--- src/rtl/vixen_video_pkg.sv ---
// Shared types and widths for the video fetch path.
package vixen_video_pkg;
  typedef enum logic [1:0] {IDLE, FETCH, DRAIN} fetch_state_t;
  localparam int VID_ADDR_W = 16;
  localparam int VID_DATA_W = 8;
endpackage

--- src/rtl/fetch_fifo.sv ---
// Synchronous register-array FIFO; flush wins over push and pop, dout reads 0 when empty.
module fetch_fifo #(
  parameter int DEPTH = 16,
  parameter int WIDTH = 8
) (
  input  logic                     clk,
  input  logic                     rst,
  input  logic                     push,
  input  logic [WIDTH-1:0]         din,
  input  logic                     pop,
  input  logic                     flush,
  output logic [WIDTH-1:0]         dout,
  output logic [$clog2(DEPTH):0]   count,
  output logic                     empty
);
  localparam int AW = $clog2(DEPTH);

  logic [WIDTH-1:0] mem [DEPTH];
  logic [AW-1:0]    rd_ptr;
  logic [AW-1:0]    wr_ptr;
  logic             do_push;
  logic             do_pop;

  assign empty   = (count == '0);
  assign do_pop  = pop && !empty;
  assign do_push = push && (count != (AW+1)'(DEPTH));
  assign dout    = empty ? '0 : mem[rd_ptr];

  always_ff @(posedge clk or posedge rst) begin
    if (rst) begin
      rd_ptr <= '0;
      wr_ptr <= '0;
      count  <= '0;
    end else if (flush) begin
      rd_ptr <= '0;
      wr_ptr <= '0;
      count  <= '0;
    end else begin
      if (do_push) wr_ptr <= wr_ptr + AW'(1);
      if (do_pop)  rd_ptr <= rd_ptr + AW'(1);
      count <= count + (AW+1)'(do_push) - (AW+1)'(do_pop);
    end
  end

  always_ff @(posedge clk) begin
    if (do_push && !flush) mem[wr_ptr] <= din;
  end
endmodule

--- src/rtl/video_fetch.sv ---
// Scanline byte fetcher: reads one line from the video port into a FIFO for the pixel shifter.
// Optional VIDEO_FETCH_STATS_EN adds a saturating underrun_count output.
module video_fetch
  import vixen_video_pkg::*;
#(
  parameter int BYTES_PER_LINE = 80,
  parameter int FIFO_DEPTH     = 16
) (
  input  logic                  clk,
  input  logic                  reset,
  input  logic                  line_start,
  input  logic [VID_ADDR_W-1:0] line_base,
  output logic                  mem_en,
  output logic [VID_ADDR_W-1:0] mem_addr,
  input  logic [VID_DATA_W-1:0] mem_data,
  input  logic                  pix_req,
  output logic [VID_DATA_W-1:0] pix_data,
  output logic                  pix_valid,
  output logic                  busy,
`ifdef VIDEO_FETCH_STATS_EN
  output logic [7:0]            underrun_count,
`endif
  output logic                  underrun
);
  localparam int CW = $clog2(FIFO_DEPTH) + 1;

  fetch_state_t          state_q, state_d;
  logic [VID_ADDR_W-1:0] next_addr;
  logic [7:0]            remaining;
  logic                  ret_q;
  logic                  issue;
  logic                  fifo_empty;
  logic [CW-1:0]         fifo_count;
  logic [CW:0]           occupancy;
  logic                  empty_pop;

  // Occupancy counts both outstanding reads so the FIFO can never be overrun.
  assign occupancy = {1'b0, fifo_count} + (CW+1)'(mem_en) + (CW+1)'(ret_q);
  assign busy      = (state_q != IDLE);
  assign pix_valid = ~fifo_empty;
  assign empty_pop = pix_req & fifo_empty;

  always_comb begin
    state_d = state_q;
    issue   = 1'b0;
    case (state_q)
      IDLE:  ;
      FETCH: begin
        issue = (remaining != 8'd0) && (occupancy < (CW+1)'(FIFO_DEPTH));
        if (issue && remaining == 8'd1) state_d = DRAIN;
      end
      DRAIN: if (!mem_en) state_d = IDLE;
      default: state_d = IDLE;
    endcase
    if (line_start) begin
      state_d = FETCH;
      issue   = 1'b0;
    end
  end

  always_ff @(posedge clk or posedge reset) begin
    if (reset) state_q <= IDLE;
    else       state_q <= state_d;
  end

  always_ff @(posedge clk or posedge reset) begin
    if (reset) begin
      mem_en    <= 1'b0;
      mem_addr  <= '0;
      next_addr <= '0;
      remaining <= '0;
      ret_q     <= 1'b0;
      underrun  <= 1'b0;
    end else begin
      mem_en <= issue;
      // A read still in flight across line_start belongs to the old line.
      ret_q  <= mem_en & ~line_start;
      if (line_start) begin
        next_addr <= line_base;
        remaining <= 8'(BYTES_PER_LINE);
        underrun  <= 1'b0;
      end else begin
        if (issue) begin
          mem_addr  <= next_addr;
          next_addr <= next_addr + VID_ADDR_W'(1);
          remaining <= remaining - 8'd1;
        end
        if (empty_pop) underrun <= 1'b1;
      end
    end
  end

`ifdef VIDEO_FETCH_STATS_EN
  always_ff @(posedge clk or posedge reset) begin
    if (reset)                                   underrun_count <= 8'h00;
    else if (empty_pop && underrun_count != 8'hFF) underrun_count <= underrun_count + 8'd1;
  end
`endif

  fetch_fifo #(.DEPTH(FIFO_DEPTH), .WIDTH(VID_DATA_W)) u_fifo (
    .clk   (clk),
    .rst   (reset),
    .push  (ret_q),
    .din   (mem_data),
    .pop   (pix_req),
    .flush (line_start),
    .dout  (pix_data),
    .count (fifo_count),
    .empty (fifo_empty)
  );
endmodule

--- config.mk ---
export PLATFORM = sky130hd
export DESIGN_NAME = video_fetch
export DESIGN_NICKNAME = d
export VERILOG_FILES = /design/src/rtl/vixen_video_pkg.sv /design/src/rtl/fetch_fifo.sv /design/src/rtl/video_fetch.sv
export SDC_FILE = /design/constraint.sdc
export NUM_CORES = 1
export LEC_CHECK = 0
export CORE_ASPECT_RATIO = 0.9
export CORE_MARGIN = 5
export CORE_UTILIZATION = 25
export CTS_BUF_LIST = sky130_fd_sc_hd__clkbuf_16
export DETAILED_ROUTE_END_ITERATION = 10
export PLACE_DENSITY = 0.44
export SETUP_SLACK_MARGIN = 0.05
export SLEW_MARGIN = 15
export SYNTH_ARGS = -nofsm -noshare
export SYNTH_HDL_FRONTEND = slang
export SYNTH_SLANG_ARGS = --single-unit
export TNS_END_PERCENT = 20
--- constraint.sdc ---
create_clock -name clk -period 3.5 [get_ports clk]
set_input_delay 0.7 -clock clk [delete_from_list [all_inputs] [get_ports clk]]
set_output_delay 0.7 -clock clk [all_outputs]
set_load 0.05 [all_outputs]
* Word level (Yosys, flattened, before mapping)
Memory sizes are Yosys's and may differ from the RTL's.
Cells that the tools add are included.
** Cells by class
- Reduce and logical (&&, ||, !) cells :: 17
- Muxes and demuxes :: 20
- Order comparisons :: 1
- Add/subtract/negate cells :: 8
- Eq/ne operators :: 7
- Bitwise operators :: 4
** Operator list (count)
- $mux W16 :: 2
- $mux W8 :: 3
- $add A16 B1 Y16 const B :: 1
- $mux W4 :: 4
- $reduce_bool A2 Y1 :: 5
- $add A4 B1 Y4 const B :: 2
- $eq A8 B1 Y1 const B :: 1
- $reduce_bool A8 Y1 :: 1
- $sub A8 B1 Y8 const B :: 1
- $add A5 B1 Y6 :: 1
- $add A6 B1 Y6 :: 1
- $lt A6 B5 Y1 const B :: 1
- $mux W1 :: 6
- $mux W2 :: 3
- $ne A3 B3 Y1 const B :: 2
- $pmux W2 S3 :: 1
- $add A5 B1 Y5 :: 1
- $logic_and A1 B1 Y1 :: 5
- $logic_not A5 Y1 :: 1
- $mux W5 :: 1
- $ne A5 B5 Y1 const B :: 1
- $sub A5 B1 Y5 :: 1
- $reduce_and A3 Y1 :: 1
- $and A1 B1 Y1 :: 2
- other kinds (7) :: 9
** Storage, ports and cells
- Register bits :: 58
- Memory bits (writable) :: 128
- Word-level logic and storage cells :: 68
- Memories kept :: 1
** Memory list
- u_fifo.mem :: depth 16, bits a word 8, rd ports 1, clocked after memory_dff 0, wr ports 1, RTL line fetch_fifo.sv:18 : logic [WIDTH-1:0] mem [DEPTH];

* Logic depth before layout (Yosys ltp)
- Depth in word-level cells :: 8
- Depth in mapped cells :: 14

* Cells and area by module
A second synthesis with hierarchy kept.
** Second synthesis, totals
- Cells, all modules :: 558
- Area, all modules :: 8284.2 sq um
** By module, submodules not included
- fetch_fifo :: sequential area each 4169.0 sq um, cells an instance 310, times used 1, area each 5845.6 sq um
- video_fetch :: sequential area each 1126.1 sq um, cells an instance 248, times used 1, area each 2438.6 sq um

* Worst setup path before layout
Ideal clock, no wire load.
- Kind :: flip-flop to output port
- Start :: register u_fifo.rd_ptr[1]
- End :: output port pix_data[5]
- Data arrival time :: 2021 ps
- Setup slack :: 779 ps
- Required time :: 2800 ps
- Path buffers :: 2
- Cell stages (with the launch flop) :: 6
- Cells stage by stage :: dfrtp_1 > clkbuf_1 > buf_1 > mux4_2 > mux4_2 > and2_1
** Between the ends
- Cells in the longest elaborated chain, start to end :: 2
** RTL lines
- from (decl) :: RTL line fetch_fifo.sv:19 : logic [AW-1:0] rd_ptr;
- from (signal assigned) :: RTL line fetch_fifo.sv:40 : if (do_pop) rd_ptr <= rd_ptr + AW'(1);
- $mem_v2 Z16 W8
- $mux W8 :: RTL line fetch_fifo.sv:27 : assign dout = empty ? '0 : mem[rd_ptr];
- to (decl) :: RTL line video_fetch.sv:17 : output logic [VID_DATA_W-1:0] pix_data,
No other way between the ends.

* Final worst setup path
- Start :: register u_fifo.rd_ptr[0]
- End :: output port pix_data[4]
The elaborated chain is that of the path after synthesis.

==> impl_metrics.env <==
export IMPL_status="complete, no violations"
export IMPL_ir_worst_vdd_v=0.0007199
export IMPL_yosysMostFrequentCell="edfxtp_1"
export IMPL_yosysUniqueCellTypes=49
export IMPL_synth_mux_area_share_pct=13.92
export IMPL_crit_fanout=12
export IMPL_synthAdderAreaFrac_pct=3.196
export IMPL_min_from="mem_addr[2]"
export IMPL_tns_ns=0
export IMPL_synth_simple_area_share_pct=9.587
export IMPL_crit_path_max_incr_delay_ns=0.55
export IMPL_fin_total_pwr_mw=7.002
export IMPL_die_height_um=180.4
export IMPL_clk_path_buf_depth=2
export IMPL_row_count=62
export IMPL_fillCellCount=3120
export IMPL_critical_path_class="register to output pin"
export IMPL_dr_pass1_iters=4
export IMPL_crit_chain="clkbuf_16 > mux4_2 > mux4_2 > and2_1 > buf_4"
export IMPL_antenna_left=0
export IMPL_grt_overflow_total=0
export IMPL_wl_per_cell_um=18.16
export IMPL_fin_ws_ns=0.1825
export IMPL_gp_congestion=0.7050
export IMPL_syn_avg_cell_area_um2=15.78
export IMPL_synth_top_family_by_area="multiplexers"
export IMPL_grt_max_degree=57
export IMPL_cp_arrival_ns=2.62
export IMPL_synth_top_area_cell="edfxtp_1"
export IMPL_synth_seq_cells=186
export IMPL_grt_total_usage_pct=10.57
export IMPL_htree_levels=4
export IMPL_dp_hpwl_mm=12.34
export IMPL_clockRootBuffer="clkbuf_16"
export IMPL_hold_end="mem_addr[2]"
export IMPL_whs_ns=0.4931
export IMPL_grt_pass1_wl_mm=29.30
export IMPL_cp_num_buf_inv=2
export IMPL_cap_violations=0
export IMPL_synth_top_cell_area_share_pct=47.66
export IMPL_r2r_end="u_fifo.count[4]"
export IMPL_reg2reg_slack_ns=0.73
export IMPL_start_util_pct=25.30
export IMPL_syn_inst=511
export IMPL_yosysWarnings=0
export IMPL_slowest_stage="dfrtp_2"
export IMPL_max_freq_mhz=301.4
export IMPL_crit_top_cell="mux4_2"
export IMPL_slew_violations=0
export IMPL_clock_skew_ns=0.01337
export IMPL_synth_xor_area_share_pct=2.498
export IMPL_cts_tree="built"
export IMPL_ys_dominant_reg_cell="edfxtp_1"
export IMPL_antenna_cells=0
export IMPL_vias_per_cell=4.447
export IMPL_synth_area_um2=8065
export IMPL_clk_pin_slew_worst_paths_ns=0.07
export IMPL_synthArstFlopShare_pct=31.18
export IMPL_ioPinCount=56
export IMPL_syn_nets=559
export IMPL_cts_setup_buffers=0
export IMPL_finalSetupViolations=0
export IMPL_nets=633
export IMPL_port_buffers=55
export IMPL_relSlewSlack_pct=37.14
export IMPL_worst_pin_slew_ns=0.9429
export IMPL_synth_edf_count=128
export IMPL_r2r_start="u_fifo.count[2]"
export IMPL_hold_violations=0
export IMPL_wl_mm=18.42
export IMPL_grt_pass1_vias=4879
export IMPL_layout_drive_gt1_share_pct=22.07
export IMPL_yosys_top_cells_area="edfxtp_1 48%, dfrtp_1 18%, mux4_2 11%, ha_1 2.9%, xnor2_1 2.0%"
export IMPL_hold_depth=1
export IMPL_dp_cells=981
export IMPL_startpoint_type="register"
export IMPL_synth_compound_area_share_pct=2.746
export IMPL_area_delta_synth_final_pct=21.53
export IMPL_die_w_um=199.3
export IMPL_clk_latency_ns=0.43
export IMPL_cp_required_ns=2.80
export IMPL_static_leakage_power_nw=3.412
export IMPL_fin_cells=1014
export IMPL_rsz0062_at_grt="no"
export IMPL_endpoint_kind="output pin"
export IMPL_crit_family="multiplexers"
export IMPL_clock_sinks=186
export IMPL_yosysSeqAreaShare_pct=65.65
export IMPL_core_region_area_um2=31880
export IMPL_antenna_found_initial=0
export IMPL_drt_iter0_drc=207
export IMPL_powerDensity_nw_per_um2=714.4
export IMPL_cts_inserted_buffers=17
export IMPL_min_path_type="register to register"
export IMPL_fin_crit_ns=3.318
export IMPL_drc=0
export IMPL_synth_common_cells="128 x edfxtp_1, 58 x dfrtp_1, 40 x mux4_2"
export IMPL_dieArea_um2=35960
export IMPL_vias=4509
export IMPL_rr_worst_depth=13
export IMPL_dp_slack_ns=0.4834
export IMPL_fin_crit_sh_pct=94.79
## how the worst max path moves through the flow
stage	startpoint	endpoint	slack, ns	cells after the start
after global placement	u_fifo.count[2]	pix_valid	0.46	5
final	u_fifo.rd_ptr[0]	pix_data[4]	0.18	5
after global routing	u_fifo.rd_ptr[0]	pix_data[1]	0.06	5
after floorplan	u_fifo.rd_ptr[1]	pix_data[5]	0.78	5
after CTS	u_fifo.rd_ptr[0]	pix_data[1]	0.09	5
after detailed placement	u_fifo.count[2]	pix_valid	0.48	5
## logic make-up after synthesis
| logic type | count (synthesis) |
|---|---|
| AO/OA/AOI/OAI | 36 |
| XOR/XNOR | 23 |
| adder cells (fa/ha/maj) | 20 |
| buffers and inverters | 41 |
| flip-flops | 186 |
| multiplexers | 60 |
| AND/OR/NAND/NOR | 145 |
## state kept, by name (all words and copies together) (netlist names)
signal / flops
u_fifo.rd_ptr: 4
mem_addr: 16
state_q: 2
u_fifo.wr_ptr: 4
remaining: 8
u_fifo.mem: 128
mem_en: 1
underrun: 1
next_addr: 16
u_fifo.count: 5
ret_q: 1
## metrics by stage
| stage | instance area (um^2) | utilization [%] |
|---|---|---|
| floorplan | 8065 | - |
| global placement | 9188 | 28.82 |
| detailed placement | 9188 | 28.82 |
| CTS | 9777 | 30.66 |
| global route | 9802 | 30.74 |
| finish | 9802 | 30.74 |
## repair_timing
action,in CTS,in global routing
gates cloned,0,1
resized for setup,1,0
setup endpoints to repair,1,2
hold buffers,0,0
## where the power goes
group          switching [mW]  internal (mW)  total (mW)
registers               0.187           2.54        2.73
logic                    1.35           1.00        2.35
clock network           0.950          0.967        1.92
total                    2.49           4.52        7.00
## cells in the final DEF, fill, tap and decap left out, drive strengths merged, types with 14 or more instances in the layout
cell type and instances:
clkbuf 18, xnor2 18, o21ai 14, nor2 38, buf 34, ha 19
mux2 17, dfrtp 58, edfxtp 128, clkdlybuf4s50 46, nand2 31, inv 27
mux4 40
## per-layer routing
layer | vias up | track usage [%] | routed length (um)
met5 | - | 0 | 0
met2 | 71 | 16.82 | 8870
met4 | 0 | 2.554 | 176
li1 | 2082 | - | -
met1 | 2346 | 14.75 | 8752
met3 | 10 | 2.412 | 620
## final cells by class
type | instances | area (um^2) | area share [%]
Clock buffer | 17 | 425.4 | 4.340
Clock inverter | 15 | 157.7 | 1.608
Inverter | 15 | 56.30 | 0.5744
Multi-Input combinational cell | 284 | 2582 | 26.35
Sequential cell | 186 | 5296 | 54.03
Tap cell | 416 | 520.5 | 5.310
Timing Repair Buffer | 81 | 763.2 | 7.787
## worst register-to-register path: cells and delay by family (launching register included)
| kind | cells | cell delay, ns |
|---|---|---|
| buffers and inverters | 2 | 0.13 |
| xor gates and xnor gates | 1 | 0.14 |
| and+or+nand+nor | 5 | 0.70 |
| DFF | 1 | 0.42 |
| AOI/OAI and AO/OA | 1 | 0.18 |
| adders and majority gates | 4 | 1.08 |
(Power assumes the default switching activity.)
==> RTL edit, RTL diff (same settings) <==
Build with the macro `VIDEO_FETCH_STATS_EN` defined.
--- a/src/rtl/video_fetch.sv
+++ b/src/rtl/video_fetch.sv
@@ -1,5 +1,7 @@
 // Scanline byte fetcher: reads one line from the video port into a FIFO for the pixel shifter.
 // Optional VIDEO_FETCH_STATS_EN adds a saturating underrun_count output.
+`define VIDEO_FETCH_STATS_EN
+
 module video_fetch
   import vixen_video_pkg::*;
 #(
Check against the original RTL (old outputs only; new: underrun_count): equivalent (equiv_simple and equiv_induct, registers matched by name and starting in step).
==> RTL edit against the unedited design <==
Power rose by 8.0%; area after synthesis is 3.6% higher; largest power group unchanged; count of clock-buffer cells in the layout unchanged; worst setup slack improved by 0.052 ns; design area up 4.3%; wire length grew 6.1%; sequential cell count grew 8; synthesized cell count is 6.1% higher.
==> RTL edit: results (changes against the unedited design) <==
metric	value	unit	change
status	complete, no violations		
xor and xnor area share after synthesis	2.62	%	+0.12 points
fill count	3230		+3.5%
post-CTS resize count	0		-1
post-CTS setup buffers	0		unchanged
top cells by count, synth	edfxtp_1 (128), dfrtp_1 (66), mux4_2 (40), nor2_1 (40), nand2_1 (29)		
hold path start	underrun_count[7]		
Iter 0 DRT Violations	267		+29%
layout cells sized above 1	20.8	%	-1.3 points
Routed WL per cell	18.3	microns	+0.88%
met1 wire length	9340	microns	+6.8%
DP Worst Slack	0.523	ns	+0.0397 ns
Critical Path AT	2.57	ns	-0.05 ns
global-route wire length before repair	31100	microns	+6.1%
Total GRT Usage	10.9	%	+0.29 points
Synth area leaders	edfxtp_1 (46%), dfrtp_1 (20%), mux4_2 (11%), ha_1 (3.0%), mux2_2 (2.3%)		
largest net degree at the start of global routing	46		-19%
Post-DP HPWL	13000	microns	+5.0%
met3 usage	2.54	%	+0.13 points
Seq/Total Area, Yosys	65.7	%	+0.086 points
met2 wire len	9260	microns	+4.4%
Crit Path Max Fanout	35		+23
mux cell area share after synthesis	13.3	%	-0.61 points
vias in the first global route	5170		+6.0%
Leakage	3.60	nW	+5.5%
M1 GR Usage	15.0	%	+0.22 points
global placement routability congestion	0.748		+6.0%
Mapped Avg Cell Area	15.4	sq um	-2.3%
Worst Clk Skew	0.0108	ns	-0.00256 ns
slowest CP cell	mux4_2		
worst r2r path cells	14		+1
Layout Nets	680		+7.4%
Worst setup endpoint	pix_data[5]		
number of port buffers	63		+15%
post-route minimum period	3.27	ns	-0.0518 ns
fraction of registers with async set or reset after synthesis	34.0	%	+2.8 points
Post-Syn Nets	591		+5.7%
via count	4845		+7.5%
cell count after placement	1034		+5.4%
Post-Synth Adder-Cell Area	3.23	%	+0.037 points
wire length on met3	714	microns	+15%
Int Power	0.00477	W	+5.6%
max_slew headroom	49.7	%	+13 points
DR DRC count	0		unchanged
diode count	0		unchanged
maximum vdd drop	0.000391	V	-46%
Hold WS	0.505	ns	+0.0114 ns
flop-to-flop setup slack	0.71	ns	-0.02 ns
Worst Hold End	underrun_count[7]		
post-synthesis compound-gate area fraction	3.52	%	+0.77 points
final instance count without filler cells	1066		+5.1%
RTL edit: power groups by stage:
| stage | clock, W | sequential (W) | combinational (W) |
|---|---|---|---|
| final | 0.00190 | 0.00291 | 0.00274 |
| after global routing | 0.00206 | 0.00296 | 0.00298 |
| after CTS | 0.00196 | 0.00292 | 0.00279 |
| after detailed placement | 0 | 0.00296 | 0.00278 |
| after global placement | 0 | 0.00296 | 0.00276 |
| after floorplan | 0 | 0.00335 | 0.00151 |
RTL edit: logic make-up (layout without fill, tap and decap cells):
group | after synthesis | after routing
flip-flops | 194 | 194
AND/OR/NAND/NOR | 154 | 154
multiplexers | 59 | 59
AO/OA/AOI/OAI | 47 | 47
buffers and inverters | 42 | 144
XOR/XNOR | 25 | 25
adder cells (fa/ha/maj) | 21 | 21
RTL edit: area by class of cell:
type	count	area, sq um	share of cell area [%]
clock buffer	17	425	4.16
clock inverter	15	146	1.43
inverter	17	63.8	0.624
multi-input combinational	306	2700	26.4
sequential	194	5500	53.7
tap	422	528	5.16
timing repair buffer	95	868	8.49
